**src/rtl/div_sequencer.sv**
```systemverilog
// div_sequencer: multi-cycle radix-2 restoring DIV/DIVU sequencer for HI/LO.
// Ports: clk/rst (sync, active-high); startE/signedE/annulE/srcaE/srcbE are execute-stage
// request inputs; stallE holds F/D/E, hilo_weE strobes hiE (remainder)/loE (quotient),
// busy flags any state other than IDLE.
module div_sequencer #(
  parameter int WIDTH = 32
) (
  input  logic             clk,
  input  logic             rst,
  input  logic             startE,
  input  logic             signedE,
  input  logic             annulE,
  input  logic [WIDTH-1:0] srcaE,
  input  logic [WIDTH-1:0] srcbE,
  output logic             stallE,
  output logic             hilo_weE,
  output logic [WIDTH-1:0] hiE,
  output logic [WIDTH-1:0] loE,
  output logic             busy
);
  localparam int CW = $clog2(WIDTH) + 1;
  typedef enum logic [1:0] {IDLE, BUSY, DONE} state_t;
  state_t state;
  logic [WIDTH-1:0] rem, quo, dvs, rem_n, quo_n, a_abs, b_abs;
  logic [WIDTH:0] trial;
  logic [CW-1:0] count;
  logic qsign, rsign, go;
  assign go = state == IDLE && startE && !annulE;
  assign a_abs = (signedE && srcaE[WIDTH-1]) ? -srcaE : srcaE;
  assign b_abs = (signedE && srcbE[WIDTH-1]) ? -srcbE : srcbE;
  // Shifted remainder needs WIDTH+1 bits; bit WIDTH of the difference is the borrow.
  assign trial = {rem, quo[WIDTH-1]} - {1'b0, dvs};
  assign rem_n = trial[WIDTH] ? {rem[WIDTH-2:0], quo[WIDTH-1]} : trial[WIDTH-1:0];
  assign quo_n = {quo[WIDTH-2:0], ~trial[WIDTH]};
  assign stallE = go || state == BUSY;
  // Flush in DONE suppresses the write in the same cycle.
  assign hilo_weE = state == DONE && !annulE;
  assign busy = state != IDLE;
  always_ff @(posedge clk) begin
    if (rst) begin
      state <= IDLE;
      rem <= '0;
      quo <= '0;
      dvs <= '0;
      count <= '0;
      qsign <= 1'b0;
      rsign <= 1'b0;
      hiE <= '0;
      loE <= '0;
    end else if (annulE && state != IDLE) begin
      state <= IDLE;
    end else if (go) begin
      if (srcbE == '0) begin
        state <= DONE;
        loE <= '1;
        hiE <= srcaE;
      end else begin
        state <= BUSY;
        rem <= '0;
        quo <= a_abs;
        dvs <= b_abs;
        count <= CW'(WIDTH);
        qsign <= signedE && (srcaE[WIDTH-1] ^ srcbE[WIDTH-1]);
        rsign <= signedE && srcaE[WIDTH-1];
      end
    end else if (state == BUSY) begin
      rem <= rem_n;
      quo <= quo_n;
      count <= count - 1'b1;
      if (count == CW'(1)) begin
        state <= DONE;
        loE <= qsign ? -quo_n : quo_n;
        hiE <= rsign ? -rem_n : rem_n;
      end
    end else if (state == DONE) begin
      state <= IDLE;
    end
  end
endmodule
```
**config.mk**
```make
export PLATFORM = sky130hd
export DESIGN_NAME = div_sequencer
export DESIGN_NICKNAME = d
export VERILOG_FILES = /design/src/rtl/div_sequencer.sv
export SDC_FILE = /design/constraint.sdc
export NUM_CORES = 1
export LEC_CHECK = 0
export BUFFER_PORTS_ARGS = -buffer_cell sky130_fd_sc_hd__buf_2
export CAP_MARGIN = 20
export CELL_PAD_IN_SITES_DETAIL_PLACEMENT = 1
export CELL_PAD_IN_SITES_GLOBAL_PLACEMENT = 1
export CORE_UTILIZATION = 44
export CTS_CLUSTER_SIZE = 16
export DETAILED_ROUTE_END_ITERATION = 10
export PLACE_DENSITY_LB_ADDON = 0.1
export SLEW_MARGIN = 20
export SYNTH_ARGS = -nofsm -noshare
export SYNTH_HDL_FRONTEND = slang
export SYNTH_SLANG_ARGS = --single-unit
```
**constraint.sdc**
```tcl
create_clock -name clk -period 6 [get_ports clk]
set_input_delay 0.6 -clock clk [delete_from_list [all_inputs] [get_ports clk]]
set_output_delay 0.6 -clock clk [all_outputs]
set_load 0.1 [all_outputs]
```
==> impl_metrics.tcl <==
set metrics [dict create \
    die_y_um 168.5 \
    cts_max_level 4 \
    rows 60 \
    post_cts_buffers 0 \
    syn_to_final_growth_pct 11.44 \
    synth_nets 1726 \
    clockRootBuffer "clkbuf_16" \
    drc 0 \
    setup_tns_ps 0 \
    maxCapViolCount 0 \
    synth-async-reset-ratio 0 \
    track_usage 0.2820 \
    initial_core_util 0.4498 \
    grt_pass1_wl_mm 63.91 \
    timing.fmax_mhz 197.4 \
    rr_endpoint "hiE[30]" \
    cp-endpoint "hiE[30]" \
    worstSetupPathType "reg2reg" \
    postCtsHoldBufs 0 \
    avgSynthCellArea_um2 7.534 \
    synth_top_area_cell "dfxtp_1" \
    synth_top_cell_area_share 0.2792 \
    min_path_type "in2reg" \
    timing_hold_violations_final 0 \
    critical_path.startpoint "rem[3]" \
    antenna_left 0 \
    synth_seq_area_share 0.2792 \
    synth_area_um2 12190 \
    io_buffers 135 \
    max-slew-margin-rel 0.3066 \
    ys_types 87 \
    grt-ovfl-total 0 \
    antenna_found_initial 0 \
    cts_sinks 170 \
    cts.reportedPaths.clkPinSlew_ps 80 \
    rsz0062_at_grt "no" \
    worstPathRequired_ps 6350 \
    cp.arrival_ps 5420 \
    core_area_um2 27100 \
    r2r_start "rem[3]" \
    setup_violations 0 \
    worst_pin_slew_ps 1034 \
    nets 1786 \
    final-max-slew-violation-count 0 \
    clk_latency_ps 440 \
    synth-seq-cells 170 \
    start_kind "register" \
    period_share 0.8441 \
    holdWs_ps 454.5 \
    drive_above_1_share 0.1402 \
    place_congestion 0.8756 \
    p_per_area_nw_per_um2 244.5 \
    cts_tree "built" \
    routedWlPerCell_um 19.32 \
    yosysMostFrequentCell "nor2_1" \
    r2r_slack_ps 940 \
    ctsResizeCount 0 \
    wl_mm 39.83 \
    clock_skew_ps 15.51 \
    irDropWorstVdd_mv 0.1393 \
    viasPerCell 5.906 \
    dp_hpwl_mm 29.96 \
    n_fill_cell 3426 \
    cts_made_buffers 17 \
    synthTopCellsByArea "dfxtp_1 (28%), nor2_1 (7.2%), a21oi_1 (6.5%)" \
    status "finished, final reports clean" \
    grt_max_degree 69 \
    synthCells 1618 \
    cts_buffer_depth 2 \
    insertedDiodeCount 0 \
    grt_pass1_vias 12020 \
    period_minus_slack_ps 5065 \
    ys.flop_type "dfxtp_1" \
    dr.first_iter.drc_count 661 \
    ios 136 \
    critPathMaxStageDelay_ps 630 \
    die-area_um2 28380 \
    synth_edf_count 0 \
    vias 12180 \
    yosys_warnings 0 \
    yosys-top-cells-count "nor2_1 (234), dfxtp_1 (170), a21oi_1 (158)" \
    crit_chain "ha_1 -> nand4_1 -> a21oi_2 -> o2111a_1 -> o21ai_1 -> a211oi_4 -> mux2_2 -> inv_1 -> ha_1 -> nand2_1 -> or3_1 -> nor3_2 -> a31o_2 -> nand4_1 -> o311ai_0 -> o41ai_1 -> a211oi_1" \
    drtPass1Iterations 5 \
    dieWidth_um 168.5 \
    end_kind "register" \
    cp_max_fo 10 \
    r2r_cells 17 \
    p_leak_nw 5.244 \
    critPathSlowestCell "a211oi_4" \
]
-- how the worst min path moves through the flow --
| stage | start | endpoint | slack [ps] | depth (start not counted) |
|---|---|---|---|---|
| after floorplan | dvs[31] | dvs[31] | 430 | 2 |
| after global placement | dvs[31] | dvs[31] | 440 | 2 |
| final | annulE | state[1] | 450 | 2 |
| after CTS | annulE | state[1] | 460 | 2 |
| after detailed placement | dvs[0] | dvs[0] | 450 | 2 |
| after global routing | annulE | state[1] | 470 | 2 |
-- placed cells by master (no fill, tap or decap), types with 6 or more instances in the layout --
cell type	count
mux2i_1	24
clkbuf_16	17
nand4_1	8
a211oi_1	74
and3_1	7
inv_8	6
ha_1	38
buf_2	134
xnor2_1	52
or4_1	15
o21ai_0	90
nor2_1	232
o211ai_1	13
o31ai_1	24
buf_4	15
nor4_1	14
o21a_1	10
inv_1	61
a21oi_1	158
a22oi_1	12
nor3_1	42
o31a_1	6
or3_1	21
xor2_1	86
nand2b_1	15
or2_2	7
nand2_1	123
a31oi_1	18
and2_1	10
dfxtp_1	170
nand3_1	24
a21o_1	10
o21bai_1	6
a311oi_1	27
o41ai_1	11
-- cells by family (layout without fill, tap and decap cells) --
kind of cell	after synthesis	count (layout)	synth area share
AOI/OAI and AO/OA	513	513	0.2817
xor gates and xnor gates	138	138	0.09915
adders and majority gates	39	39	0.04064
buffers and inverters	171	243	0.05840
DFF	170	170	0.2792
muxes	29	29	0.02432
and+or+nand+nor	558	558	0.2166
-- area by class of cell --
type / count / area, µm² / area share
well taps: 372 / 465.4 / 0.03426
inverters: 62 / 232.7 / 0.01713
clock inverters: 14 / 151.4 / 0.01114
clock buffers: 17 / 425.4 / 0.03131
multi-input cells: 1277 / 8104 / 0.5965
repair buffers: 150 / 803.3 / 0.05913
flip-flops and latches: 170 / 3403 / 0.2505
-- critical path, delay by kind of cell (launching register included) --
family,cells,cell delay (ps)
AOI/OAI and AO/OA,8,2320
adders and majority gates,2,750
buffers and inverters,1,70
DFF,1,360
muxes,1,440
and+or+nand+nor,5,1030
-- metal layers --
metal	share of wire	vias to the layer above	GRT usage	wire (µm)
li1	-	5971	-	-
met4	0.027	0	0.1028	1081
met5	0	-	0	0
met3	0.035	57	0.03063	1410
met2	0.47	270	0.4799	18710
met1	0.47	5880	0.3686	18630
-- state kept, by name, indices dropped and copies added, names as in the netlist --
register,cells
count,6
dvs,32
hiE,32
loE,32
qsign,1
quo,32
rem,32
rsign,1
state,2
-- stage by stage --
stage	setup slack [ps]	std cells	power, mW	utilization	cell area [µm²]
floorplan	1560	1618	1.983	-	12190
global placement	1236	2031	2.205	0.4798	13000
detailed placement	972.6	2031	2.226	0.4800	13010
CTS	938.4	2062	3.338	0.5013	13590
global route	556.3	2062	3.464	0.5013	13590
finish	935.4	2062	3.322	0.5013	13590
-- report_power, final --
group / internal [mW] / leakage [nW] / switching, mW
clock network: 0.555 / 0.280 / 0.561
logic: 0.268 / 3.58 / 0.712
registers: 1.19 / 1.39 / 0.0404
No activity file was read; power rests on OpenSTA's default activity.
